[config.mk]
export PLATFORM = sky130hd
export DESIGN_NAME = i2s_audio_tx
export DESIGN_NICKNAME = d
export VERILOG_FILES = /design/src/rtl/i2s_audio_tx_pkg.sv /design/src/rtl/i2s_clk_div.sv /design/src/rtl/i2s_audio_tx.sv
export SDC_FILE = /design/constraint.sdc
export NUM_CORES = 1
export LEC_CHECK = 0
export ABC_AREA = 1
export BUFFER_PORTS_ARGS = -buffer_cell sky130_fd_sc_hd__buf_2
export CAP_MARGIN = 20
export CORE_MARGIN = 2
export CORE_UTILIZATION = 55
export DETAILED_ROUTE_END_ITERATION = 7
export PLACE_DENSITY = 0.85
export SLEW_MARGIN = 40
export SYNTH_ARGS = -nofsm -noshare
export SYNTH_HDL_FRONTEND = slang
export SYNTH_HIERARCHICAL = 1
export SYNTH_SLANG_ARGS = --single-unit
[constraint.sdc]
create_clock -name clk -period 5.1 [get_ports clk]
set_input_delay 0.255 -clock clk [delete_from_list [all_inputs] [get_ports clk]]
set_output_delay 0.255 -clock clk [all_outputs]
set_load 0.03 [all_outputs]
[src/rtl/i2s_audio_tx_pkg.sv]
// Shared constants for the I2S transmit path plus the sample-to-wire conversion.
// Optional feature macro: I2S_SIGN_CONVERT_EN (offset binary -> two's complement at load).
package i2s_audio_tx_pkg;

  localparam int SLOTS_PER_FRAME = 32;
  localparam int SAMPLE_W        = 16;
  localparam int FRAME_W         = 2 * SAMPLE_W;
  localparam logic [SAMPLE_W-1:0] MIDSCALE = 16'h8000;

  // Clock ratios: MCLK = clk/4, SCK = clk/32, frame = 1024 clk (32 SCK per frame).
  localparam int MCLK_BIT_DEF = 1;
  localparam int SCK_BIT_DEF  = 4;
  localparam int LRCK_BIT_DEF = 9;

  function automatic logic [SAMPLE_W-1:0] to_wire(input logic [SAMPLE_W-1:0] s);
`ifdef I2S_SIGN_CONVERT_EN
    return {~s[SAMPLE_W-1], s[SAMPLE_W-2:0]};
`else
    return s;
`endif
  endfunction

endpackage

[src/rtl/i2s_clk_div.sv]
// Free-running DAC clock divider; every DAC clock is a raw counter bit.
// Also provides the slot strobe (cycle before SCK falls) and the frame strobe.
module i2s_clk_div
  import i2s_audio_tx_pkg::*;
#(
  parameter int MCLK_BIT = MCLK_BIT_DEF,
  parameter int SCK_BIT  = SCK_BIT_DEF,
  parameter int LRCK_BIT = LRCK_BIT_DEF
) (
  input  logic i_clk,
  input  logic i_rst,
  output logic o_mclk,
  output logic o_sck,
  output logic o_lrck,
  output logic o_slot_evt,
  output logic o_frame_evt
);

  logic [LRCK_BIT:0] r_cnt;

  // Divider counter, wraps naturally from all-ones to zero.
  always_ff @(posedge i_clk) begin
    if (i_rst) begin
      r_cnt <= '0;
    end else begin
      r_cnt <= r_cnt + {{LRCK_BIT{1'b0}}, 1'b1};
    end
  end

  assign o_mclk      = r_cnt[MCLK_BIT];
  assign o_sck       = r_cnt[SCK_BIT];
  assign o_lrck      = r_cnt[LRCK_BIT];
  assign o_slot_evt  = &r_cnt[SCK_BIT:0];
  assign o_frame_evt = &r_cnt;

endmodule

[src/rtl/i2s_audio_tx.sv]
// I2S transmitter: one-pair holding register behind valid/ready, 32-bit frame shifter.
// Optional feature macro: I2S_SIGN_CONVERT_EN (see i2s_audio_tx_pkg::to_wire).
module i2s_audio_tx
  import i2s_audio_tx_pkg::*;
#(
  parameter int MCLK_BIT = MCLK_BIT_DEF,
  parameter int SCK_BIT  = SCK_BIT_DEF,
  parameter int LRCK_BIT = LRCK_BIT_DEF
) (
  input  logic                clk,
  input  logic                rst,
  input  logic [SAMPLE_W-1:0] sample_left,
  input  logic [SAMPLE_W-1:0] sample_right,
  input  logic                sample_valid,
  output logic                sample_ready,
  output logic                audio_mclk,
  output logic                audio_lrck,
  output logic                audio_sck,
  output logic                audio_sdin,
  output logic                frame_start,
  output logic                underrun
);

  logic w_slot_evt;
  logic w_frame_evt;
  logic w_capture;
  logic [SAMPLE_W-1:0] w_load_l;
  logic [SAMPLE_W-1:0] w_load_r;

  logic [FRAME_W-1:0]  r_shreg;
  logic [SAMPLE_W-1:0] r_pend_l;
  logic [SAMPLE_W-1:0] r_pend_r;
  logic [SAMPLE_W-1:0] r_last_l;
  logic [SAMPLE_W-1:0] r_last_r;
  logic                r_pend_full;
  logic                r_sdin;
  logic                r_frame_start;
  logic                r_underrun;

  i2s_clk_div #(
    .MCLK_BIT (MCLK_BIT),
    .SCK_BIT  (SCK_BIT),
    .LRCK_BIT (LRCK_BIT)
  ) u_clk_div (
    .i_clk       (clk),
    .i_rst       (rst),
    .o_mclk      (audio_mclk),
    .o_sck       (audio_sck),
    .o_lrck      (audio_lrck),
    .o_slot_evt  (w_slot_evt),
    .o_frame_evt (w_frame_evt)
  );

  // Ready is low while full, so a capture can never coincide with a frame consume.
  assign sample_ready = !r_pend_full;
  assign w_capture    = sample_valid && !r_pend_full;

  // Frame load source: fresh pair if one is waiting, otherwise repeat the last pair.
  always_comb begin
    if (r_pend_full) begin
      w_load_l = r_pend_l;
      w_load_r = r_pend_r;
    end else begin
      w_load_l = r_last_l;
      w_load_r = r_last_r;
    end
  end

  // Holding register and last-transmitted pair.
  always_ff @(posedge clk) begin
    if (rst) begin
      r_pend_full <= 1'b0;
      r_pend_l    <= MIDSCALE;
      r_pend_r    <= MIDSCALE;
      r_last_l    <= MIDSCALE;
      r_last_r    <= MIDSCALE;
    end else if (w_capture) begin
      r_pend_l    <= sample_left;
      r_pend_r    <= sample_right;
      r_pend_full <= 1'b1;
    end else if (w_frame_evt && r_pend_full) begin
      r_last_l    <= r_pend_l;
      r_last_r    <= r_pend_r;
      r_pend_full <= 1'b0;
    end
  end

  // Frame shifter: sdin lags the shifter by one slot, which yields the I2S one-SCK delay.
  always_ff @(posedge clk) begin
    if (rst) begin
      r_shreg       <= {to_wire(MIDSCALE), to_wire(MIDSCALE)};
      r_sdin        <= 1'b0;
      r_frame_start <= 1'b0;
      r_underrun    <= 1'b0;
    end else begin
      r_frame_start <= w_frame_evt;
      r_underrun    <= w_frame_evt && !r_pend_full;
      if (w_slot_evt) begin
        r_sdin <= r_shreg[FRAME_W-1];
        if (w_frame_evt) begin
          r_shreg <= {to_wire(w_load_l), to_wire(w_load_r)};
        end else begin
          r_shreg <= {r_shreg[FRAME_W-2:0], 1'b0};
        end
      end
    end
  end

  assign audio_sdin  = r_sdin;
  assign frame_start = r_frame_start;
  assign underrun    = r_underrun;

endmodule

==> flow_summary.json, run 1 <==
{
  "grt_util_all_layers_pct": 22.02,
  "tns_ns": 0,
  "status": "finished clean",
  "start_util_pct": 56.44,
  "yosys_warnings": 6,
  "avgSynthCellArea_um2": 7.336,
  "syn_inst": 629,
  "fp.dieW_um": 95.60,
  "setup-violations-final": 0,
  "cts-hold-fix-buffers": 0,
  "grt_pass1_vias": 3704,
  "synth.distinct_cells": 26,
  "worst_pin_slew_ns": 0.7288,
  "syn_nets": 666,
  "cts_tree": "done",
  "drt_wl_total_um": 9465,
  "synth_mux_area_share_pct": 0,
  "fmax_mhz": 373.9,
  "cap_violations": 0,
  "grt_start_max_net_pins": 66,
  "synth.top_cells.by_count": "nand2_1 (144), nor2_1 (136), dfxtp_1 (110)",
  "num_vias": 4034,
  "arrival_ns": 2.93,
  "peakVddDrop_v": 0.0001460,
  "instances_no_fill": 749,
  "cts_sinks": 110,
  "holdCritPathClass": "in -> reg",
  "synth_area_mm2": 0.004614,
  "synth_top_area_cell": "dfxtp_1",
  "slew_viol_final": 0,
  "skew_ns": 0.009698,
  "place_area_mm2": 0.004653,
  "ys_seq_elements": 110,
  "final_antenna_net_count": 0,
  "die_area_mm2": 0.009138,
  "rsz0062_at_grt": "no",
  "period_needed_ns": 2.674,
  "synth_compound_area_share_pct": 10.82,
  "synth_top_family_by_area": "simple AND/OR/NAND/NOR gates",
  "clock_path_buffers": 2,
  "fp.coreArea_mm2": 0.008175,
  "hold_violations": 0,
  "yosys.area_share.xor_xnor_pct": 0,
  "crit_type": "reg -> reg",
  "port-buffer-count": 41,
  "syn2layout_area_growth_pct": 4.826,
  "diodes": 0,
  "overflow": 0,
  "clk-insertion-delay-late_ns": 0.36,
  "period_share_pct": 52.44,
  "whs_ns": 0.09650,
  "ioPinCount": 42,
  "dp.cells": 734,
  "via_per_inst": 5.386,
  "synth.most_common_cell": "nand2_1",
  "drtPass1Iterations": 5,
  "cts.htree.levels": 3,
  "place_congestion": 0.7675,
  "antenna_found_initial": 0,
  "cp_data_required_time_ns": 5.35,
  "cts_resized": 0,
  "cts_setup_buffers": 0,
  "cts-root-buf": "clkbuf_8",
  "synth_top_area_share_pct": 47.72,
  "crit_path_end_kind": "flop",
  "drc_errors": 0,
  "cp-start-kind": "flop",
  "synth_edf_count": 0,
  "drive_gt1_share_pct": 11.18,
  "path_max_fanout": 65,
  "finalPower_mw": 1.486,
  "grt_pass1_wl_um": 16040,
  "clkTransAtPathRegs_ns": 0.10,
  "p_leak_nw": 2.021,
  "synthSimpleGateAreaFrac_pct": 32.38,
  "pre_cts_slack_ns": 2.508,
  "fin_util_pct": 59.17,
  "numCtsBuffers": 9,
  "wl_per_cell_um": 12.64,
  "async_flop_share_pct": 0,
  "fp-row-count": 33,
  "ys.flop_type": "dfxtp_1",
  "dpl.hpwl_um": 5491,
  "fin_nets": 677,
  "layout_setup_ws_ns": 2.426,
  "seq_area_frac_synth_pct": 47.72,
  "finalInstanceArea_mm2": 0.004837,
  "power_density_mw_per_mm2": 307.1,
  "synthTopCellsByArea": "dfxtp_1 (48%), nand2_1 (12%), nor2_1 (11%)",
  "synth_fa_ha_area_share_pct": 0.5423,
  "first_iter_violations": 254,
  "slew_headroom_pct": 51.36,
  "dieHeight_um": 95.60
}
==> layout make-up <==
| type | count | area, um^2 |
|---|---|---|
| clock buffers | 11 | 131.4 |
| clock inverters | 4 | 48.80 |
| fillers | 753 | 3338 |
| inverters | 13 | 60.06 |
| multi-input cells | 463 | 2041 |
| flip-flops and latches | 110 | 2202 |
| well taps | 105 | 131.4 |
| repair buffers | 43 | 222.7 |
==> metal layers <==
metal,up-vias,part of all wire (%),track usage [%]
met5,-,0,0
met4,0,1.6,9.881
met3,12,5.4,3.557
met2,122,49,37.82
met1,1852,44,27.08
li1,2048,-,-
==> flip-flops by register name, summed over array words and instances, names as in the netlist <==
name	cells
frame_start	1
audio_sdin	1
u_clk_div/r_cnt	10
r_pend_l	16
r_last_r	16
r_pend_r	16
r_pend_full	1
r_last_l	16
underrun	1
r_shreg	32
==> worst paths after layout <==
path	endpoint	from	depth (start not counted)	slack, ns
worst min-delay path	r_pend_r[15]$_SDFFE_PP1P_	sample_right[15]	3	0.1
worst max register to register	r_shreg[2]$_SDFFE_PP0P_	u_clk_div/r_cnt[0]$_SDFF_PP0_	11	2.43
worst min register to register	r_last_r[0]$_SDFFE_PP0P_	r_last_r[0]$_SDFFE_PP0P_	2	0.47
worst max-delay path	r_shreg[2]$_SDFFE_PP0P_	u_clk_div/r_cnt[0]$_SDFF_PP0_	11	2.43
==> cell usage in the layout, fill, tap and decap left out, types with 2 or more instances in the layout <==
master,n
a21oi_1,37
buf_2,40
buf_4,3
clkbuf_1,2
clkbuf_8,9
clkinv_2,3
dfxtp_1,110
inv_1,8
inv_2,2
nand2_1,143
nand2_2,3
nand3_1,74
nor2_1,135
nor2_4,3
o21ai_0,57
o21ai_1,4
==> where the power goes <==
| part | internal, mW | switching, mW | total [mW] | leakage (nW) |
|---|---|---|---|---|
| Combinational | 0.0303 | 0.0633 | 0.0936 | 1.03 |
| Sequential | 0.882 | 0.0139 | 0.896 | 0.894 |
| Clock | 0.225 | 0.271 | 0.496 | 0.0931 |
| Total | 1.14 | 0.349 | 1.49 | 2.02 |
==> logic make-up (layout without fill, tap and decap cells) <==
| logic type | after synthesis | after routing |
|---|---|---|
| buf+inv | 56 | 71 |
| fa+ha+maj | 2 | 2 |
| simple gates | 362 | 362 |
| compound gates | 99 | 99 |
| flops | 110 | 110 |
==> worst max-delay path, cell delays in order (launching register included) <==
cell     delay [ns]
dfxtp_1        0.39
ha_1           0.20
nand2_2        0.09
nor2_4         0.16
nand3_1        0.16
nor2_4         0.12
buf_4          0.54
inv_2          0.45
nand2_1        0.16
nand2_1        0.08
nor2_1         0.14
nor2_1         0.05
No activity file was read; power rests on OpenSTA's default activity.
==> inputs of run 2 (changes only) <==
--- a/config.mk
+++ b/config.mk
@@ -5,11 +5,11 @@
 export SDC_FILE = /design/constraint.sdc
 export NUM_CORES = 1
 export LEC_CHECK = 0
-export ABC_AREA = 1
+export ABC_AREA = 0
 export BUFFER_PORTS_ARGS = -buffer_cell sky130_fd_sc_hd__buf_2
 export CAP_MARGIN = 20
 export CORE_MARGIN = 2
-export CORE_UTILIZATION = 55
+export CORE_UTILIZATION = 53
 export DETAILED_ROUTE_END_ITERATION = 7
 export PLACE_DENSITY = 0.85
 export SLEW_MARGIN = 40
==> constraint.sdc (replaced) <==
create_clock -name clk -period 2.25 [get_ports clk]
set_input_delay 0.1125 -clock clk [delete_from_list [all_inputs] [get_ports clk]]
set_output_delay 0.1125 -clock clk [all_outputs]
set_load 0.03 [all_outputs]
==> flow_summary.json, run 2 <==
{
  "worst_pin_slew_ns": 0.5909,
  "grt_pass1_wl_um": 15370,
  "fmax_mhz": 535.2,
  "fp-row-count": 33,
  "drtPass1Iterations": 5,
  "diodes": 0,
  "numCtsBuffers": 9,
  "slew_headroom_pct": 60.61,
  "synth.distinct_cells": 34,
  "clk-insertion-delay-late_ns": 0.37,
  "place_area_mm2": 0.004700,
  "synth_top_area_cell": "dfxtp_1",
  "p_leak_nw": 1.850,
  "cap_violations": 0,
  "yosys_warnings": 6,
  "via_per_inst": 5.445,
  "dieHeight_um": 95.99,
  "synth.top_cells.by_count": "nand2_1 (132), dfxtp_1 (110), a21oi_1 (66)",
  "layout_common_cells": "nand2_1 (132), dfxtp_1 (109), a21oi_1 (66)",
  "drive_gt1_share_pct": 13.57,
  "largest_register": "r_shreg",
  "finalPower_mw": 3.544,
  "port-buffer-count": 41,
  "tns_ns": 0,
  "start_util_pct": 54.58,
  "finalInstanceArea_mm2": 0.005238,
  "cts.htree.levels": 3,
  "fin_nets": 614,
  "clkTransAtPathRegs_ns": 0.10,
  "drt_wl_total_um": 9422,
  "grt_util_all_layers_pct": 21.38,
  "grt_start_max_net_pins": 65,
  "holdCritPathClass": "in -> reg",
  "peakVddDrop_v": 0.0004855,
  "wl_per_cell_um": 13.71,
  "status": "finished clean",
  "seq_area_frac_synth_pct": 49.11,
  "async_flop_share_pct": 0,
  "synth_edf_count": 0,
  "rsz0062_at_grt": "no",
  "ff_latch_area_mm2": 0.002203,
  "die_area_mm2": 0.009213,
  "synth_top_area_share_pct": 49.11,
  "crit_path_end_kind": "flop",
  "avgSynthCellArea_um2": 8.591,
  "power_density_mw_per_mm2": 676.7,
  "drc_errors": 0,
  "layout_commonest_cell": "nand2_1",
  "cts_tree": "done",
  "path_max_fanout": 21,
  "ys_seq_elements": 110,
  "fp.dieW_um": 95.99,
  "cts_sinks": 110,
  "ioPinCount": 42,
  "hold_violations": 0,
  "multi_input_area_mm2": 0.002017,
  "n_fill_cell": 660,
  "largest_reg_flops": 32,
  "syn2layout_area_growth_pct": 16.80,
  "fp.coreArea_mm2": 0.008217,
  "setup-violations-final": 0,
  "period_share_pct": 83.05,
  "grt_pass1_vias": 3436,
  "crit_type": "reg -> reg",
  "antenna_found_initial": 0,
  "slew_viol_final": 0,
  "synth_area_mm2": 0.004484,
  "skew_ns": 0.01008,
  "clock_path_buffers": 2,
  "dpl.hpwl_um": 5825,
  "final_antenna_net_count": 0,
  "overflow": 0,
  "cp_data_required_time_ns": 2.55,
  "ys.flop_type": "dfxtp_1",
  "cp-start-kind": "flop",
  "fin_util_pct": 63.74,
  "num_vias": 3741,
  "synth.most_common_cell": "nand2_1",
  "syn_nets": 559,
  "synthTopCellsByArea": "dfxtp_1 (49%), nand2_1 (11%), a21oi_1 (7.4%)",
  "syn_inst": 522,
  "place_congestion": 0.7718,
  "arrival_ns": 2.17,
  "cts-root-buf": "clkbuf_8",
  "first_iter_violations": 229,
  "period_needed_ns": 1.869
}
run 2: report_power, final:
group	switching, mW	internal [mW]
logic	0.137	0.125
clock network	0.661	0.587
registers	0.0459	1.99
run 2: metal layers:
metal / vias to the layer above / GRT usage [%] / share of wire [%]
met5: - / 0 / 0
li1: 1898 / - / -
met1: 1735 / 25.68 / 43
met4: 0 / 6.905 / 1.8
met3: 16 / 5.873 / 4.7
met2: 92 / 36.92 / 50
run 2: timing repair:
item,CTS,global route
hold buffers,32,0
setup buffers,0,0
gates resized for setup,0,0
hold endpoints to repair,32,0
run 2: worst paths after layout:
path | startpoint | cells after the start | end | slack [ns]
max | u_clk_div/r_cnt[0]$_SDFF_PP0_ | 8 | r_last_r[10]$_SDFFE_PP0P_ | 0.38
min | rst | 2 | u_clk_div/r_cnt[0]$_SDFF_PP0_ | 0.12
max reg2reg | u_clk_div/r_cnt[0]$_SDFF_PP0_ | 8 | r_last_r[10]$_SDFFE_PP0P_ | 0.38
min reg2reg | u_clk_div/r_cnt[0]$_SDFF_PP0_ | 1 | u_clk_div/r_cnt[0]$_SDFF_PP0_ | 0.46
run 2: cells by family (layout without fill, tap and decap cells):
| family | after synthesis | in the layout | synth area share [%] |
|---|---|---|---|
| XOR/XNOR | 2 | 2 | 0.3907 |
| AND/OR/NAND/NOR | 197 | 197 | 20.95 |
| flip-flops | 110 | 110 | 49.11 |
| multiplexers | 31 | 31 | 6.920 |
| adder cells (fa/ha/maj) | 2 | 2 | 0.5579 |
| AO/OA/AOI/OAI | 132 | 132 | 15.90 |
| buffers and inverters | 48 | 108 | 6.166 |
run 2: final cells by class:
class,instances,share of cell area [%]
timing repair buffer,88,12.47
inverter,4,0.2867
clock buffer,11,2.891
sequential,110,42.07
tap,105,2.508
multi-input combinational,364,38.51
clock inverter,5,1.266
run 2: stage by stage:
step           cells  hold slack [ns]  worst slack [ns]
2_1_floorplan    522           0.2362            0.1668
5_1_grt          687           0.1205            0.1758
3_3_place_gp     639           0.3234            0.5342
3_5_place_dp     639           0.3261            0.4204
6_report         687           0.1210            0.3814
4_1_cts          687           0.1052            0.3827
run 2: worst max-delay path, stage by stage, from the launching register on:
cell and delay (ns):
dfxtp_1 0.36, ha_1 0.21, nand2_1 0.13, nor4_2 0.26
buf_4 0.19, and2_1 0.16, buf_4 0.27, nand2_1 0.08
a21oi_1 0.14
==> inputs of run 3 (changes only) <==
--- a/config.mk
+++ b/config.mk
@@ -5,11 +5,11 @@
 export SDC_FILE = /design/constraint.sdc
 export NUM_CORES = 1
 export LEC_CHECK = 0
-export ABC_AREA = 0
+export ABC_AREA = 1
 export BUFFER_PORTS_ARGS = -buffer_cell sky130_fd_sc_hd__buf_2
 export CAP_MARGIN = 20
 export CORE_MARGIN = 2
-export CORE_UTILIZATION = 53
+export CORE_UTILIZATION = 55
 export DETAILED_ROUTE_END_ITERATION = 7
 export PLACE_DENSITY = 0.85
 export SLEW_MARGIN = 40
==> constraint.sdc (replaced) <==
create_clock -name clk -period 1.9 [get_ports clk]
set_input_delay 0.095 -clock clk [delete_from_list [all_inputs] [get_ports clk]]
set_output_delay 0.095 -clock clk [all_outputs]
set_load 0.03 [all_outputs]
==> flow_summary.json, run 3 (synthesis gave the netlist of run 1 again) <==
{
  "crit_path_end_kind": "flop",
  "fin_nets": 719,
  "holdCritPathClass": "in -> reg",
  "dpl.hpwl_um": 6039,
  "start_util_pct": 56.44,
  "arrival_ns": 2.05,
  "antenna_found_initial": 0,
  "syn2layout_area_growth_pct": 14.99,
  "fp.coreArea_mm2": 0.008175,
  "dieHeight_um": 95.60,
  "overflow": 0,
  "status": "finished clean",
  "fp-row-count": 33,
  "grt_util_all_layers_pct": 23.68,
  "cp-start-kind": "flop",
  "final_antenna_net_count": 0,
  "layout_common_cells": "nand2_1 (144), nor2_1 (133), dfxtp_1 (108)",
  "period_needed_ns": 1.788,
  "place_congestion": 0.8089,
  "ioPinCount": 42,
  "diodes": 0,
  "num_vias": 4231,
  "drc_errors": 0,
  "drtPass1Iterations": 5,
  "largest_reg_flops": 32,
  "cts_sinks": 110,
  "grt_pass1_wl_um": 17180,
  "pwr-share-seq_pct": 58.6,
  "peakVddDrop_v": 0.0004144,
  "slew_headroom_pct": 60.60,
  "slew_viol_final": 0,
  "hold_violations": 0,
  "cts.htree.levels": 3,
  "instances_no_fill": 791,
  "layout_commonest_cell": "nand2_1",
  "port-buffer-count": 41,
  "period_share_pct": 94.12,
  "drt_wl_total_um": 10290,
  "combinationalPowerShare_pct": 7.7,
  "wl_per_cell_um": 13.01,
  "grt_start_max_net_pins": 56,
  "ff_latch_area_mm2": 0.002205,
  "clk-insertion-delay-late_ns": 0.36,
  "die_area_mm2": 0.009138,
  "via_per_inst": 5.349,
  "power_density_mw_per_mm2": 774.8,
  "n_fill_cell": 687,
  "clkTransAtPathRegs_ns": 0.10,
  "p_leak_nw": 2.226,
  "dp.cells": 745,
  "p_switching_mw": 0.9692,
  "largest_register": "r_shreg",
  "drive_gt1_share_pct": 13.56,
  "clkPwrFrac_pct": 33.7,
  "worst_pin_slew_ns": 0.5901,
  "layout_setup_ws_ns": 0.1117,
  "cts_tree": "done",
  "pre_cts_slack_ns": 0.09221,
  "fmax_mhz": 559.2,
  "cap_violations": 0,
  "first_iter_violations": 332,
  "skew_ns": 0.009998,
  "internal-power_mw": 3.142,
  "p_sw_share_pct": 23.57,
  "multi_input_area_mm2": 0.002051,
  "cp_data_required_time_ns": 2.16,
  "fp.dieW_um": 95.60,
  "finalPower_mw": 4.112,
  "path_max_fanout": 34,
  "numCtsBuffers": 9,
  "setup-violations-final": 0,
  "grt_pass1_vias": 3997,
  "clock_path_buffers": 2,
  "crit_type": "reg -> reg",
  "cts-root-buf": "clkbuf_8"
}
-- run 3: critical path: stages, from the launching register on --
cell and delay [ns]:
dfxtp_2 0.35, ha_2 0.18, nand2_2 0.08, nor2_4 0.18
nand3_2 0.13, nor2_4 0.22, inv_2 0.07, buf_12 0.17
nand2_1 0.07, nand2_1 0.07, nor2_1 0.11, nor2_1 0.05
-- run 3: layer usage --
metal	global-route usage (%)	part of all wire, %	up-vias
met5	0	0	-
met4	9.643	1.9	0
met1	28.95	43	1941
li1	-	-	2135
met3	4.585	5.7	27
met2	40.79	49	128
-- run 3: final cells by class --
cell class / instances / area share (%)
Multi-Input combinational cell: 463 / 38.65
Inverter: 13 / 1.108
Clock buffer: 12 / 2.735
Tap cell: 105 / 2.476
Timing Repair Buffer: 85 / 12.66
Sequential cell: 110 / 41.55
Clock inverter: 3 / 0.8253
-- run 3: final timing paths --
| check | from | to | slack (ns) | depth (start not counted) |
|---|---|---|---|---|
| worst min-delay path | sample_right[12] | r_pend_r[12]$_SDFFE_PP0P_ | 0.006 | 3 |
| worst max-delay path | u_clk_div/r_cnt[1]$_SDFF_PP0_ | r_shreg[12]$_SDFFE_PP0P_ | 0.11 | 11 |
| worst max register to register | u_clk_div/r_cnt[1]$_SDFF_PP0_ | r_shreg[12]$_SDFFE_PP0P_ | 0.11 | 11 |
| worst min register to register | r_last_r[11]$_SDFFE_PP0P_ | r_last_r[11]$_SDFFE_PP0P_ | 0.47 | 2 |
-- run 3: per-stage QoR --
step	utilization, %	area (um^2)	hold WS (ns)	TNS [ns]
after floorplan	-	4616	0.1574	0
after global placement	58.56	4787	0.3004	0
after detailed placement	58.56	4787	0.2990	0
after CTS	64.29	5256	0.003763	0
after global routing	64.91	5306	0.01554	-0.1628
final	64.91	5306	0.005644	0
-- run 3: what timing repair did --
item,in CTS,in global routing
hold buffers,28,0
setup endpoints to repair,0,58
resized for setup,0,8
buffers inserted,0,3
endpoints found under the hold margin,28,0
-- run 3: power by group through the flow --
stage                     sequential [mW]  combinational [mW]  clock [mW]
after floorplan                      2.45               0.194           0
after global routing                 2.42               0.353        1.49
after global placement               2.46               0.250           0
after detailed placement             2.46               0.258           0
after CTS                            2.41               0.302        1.40
final                                2.41               0.315        1.39
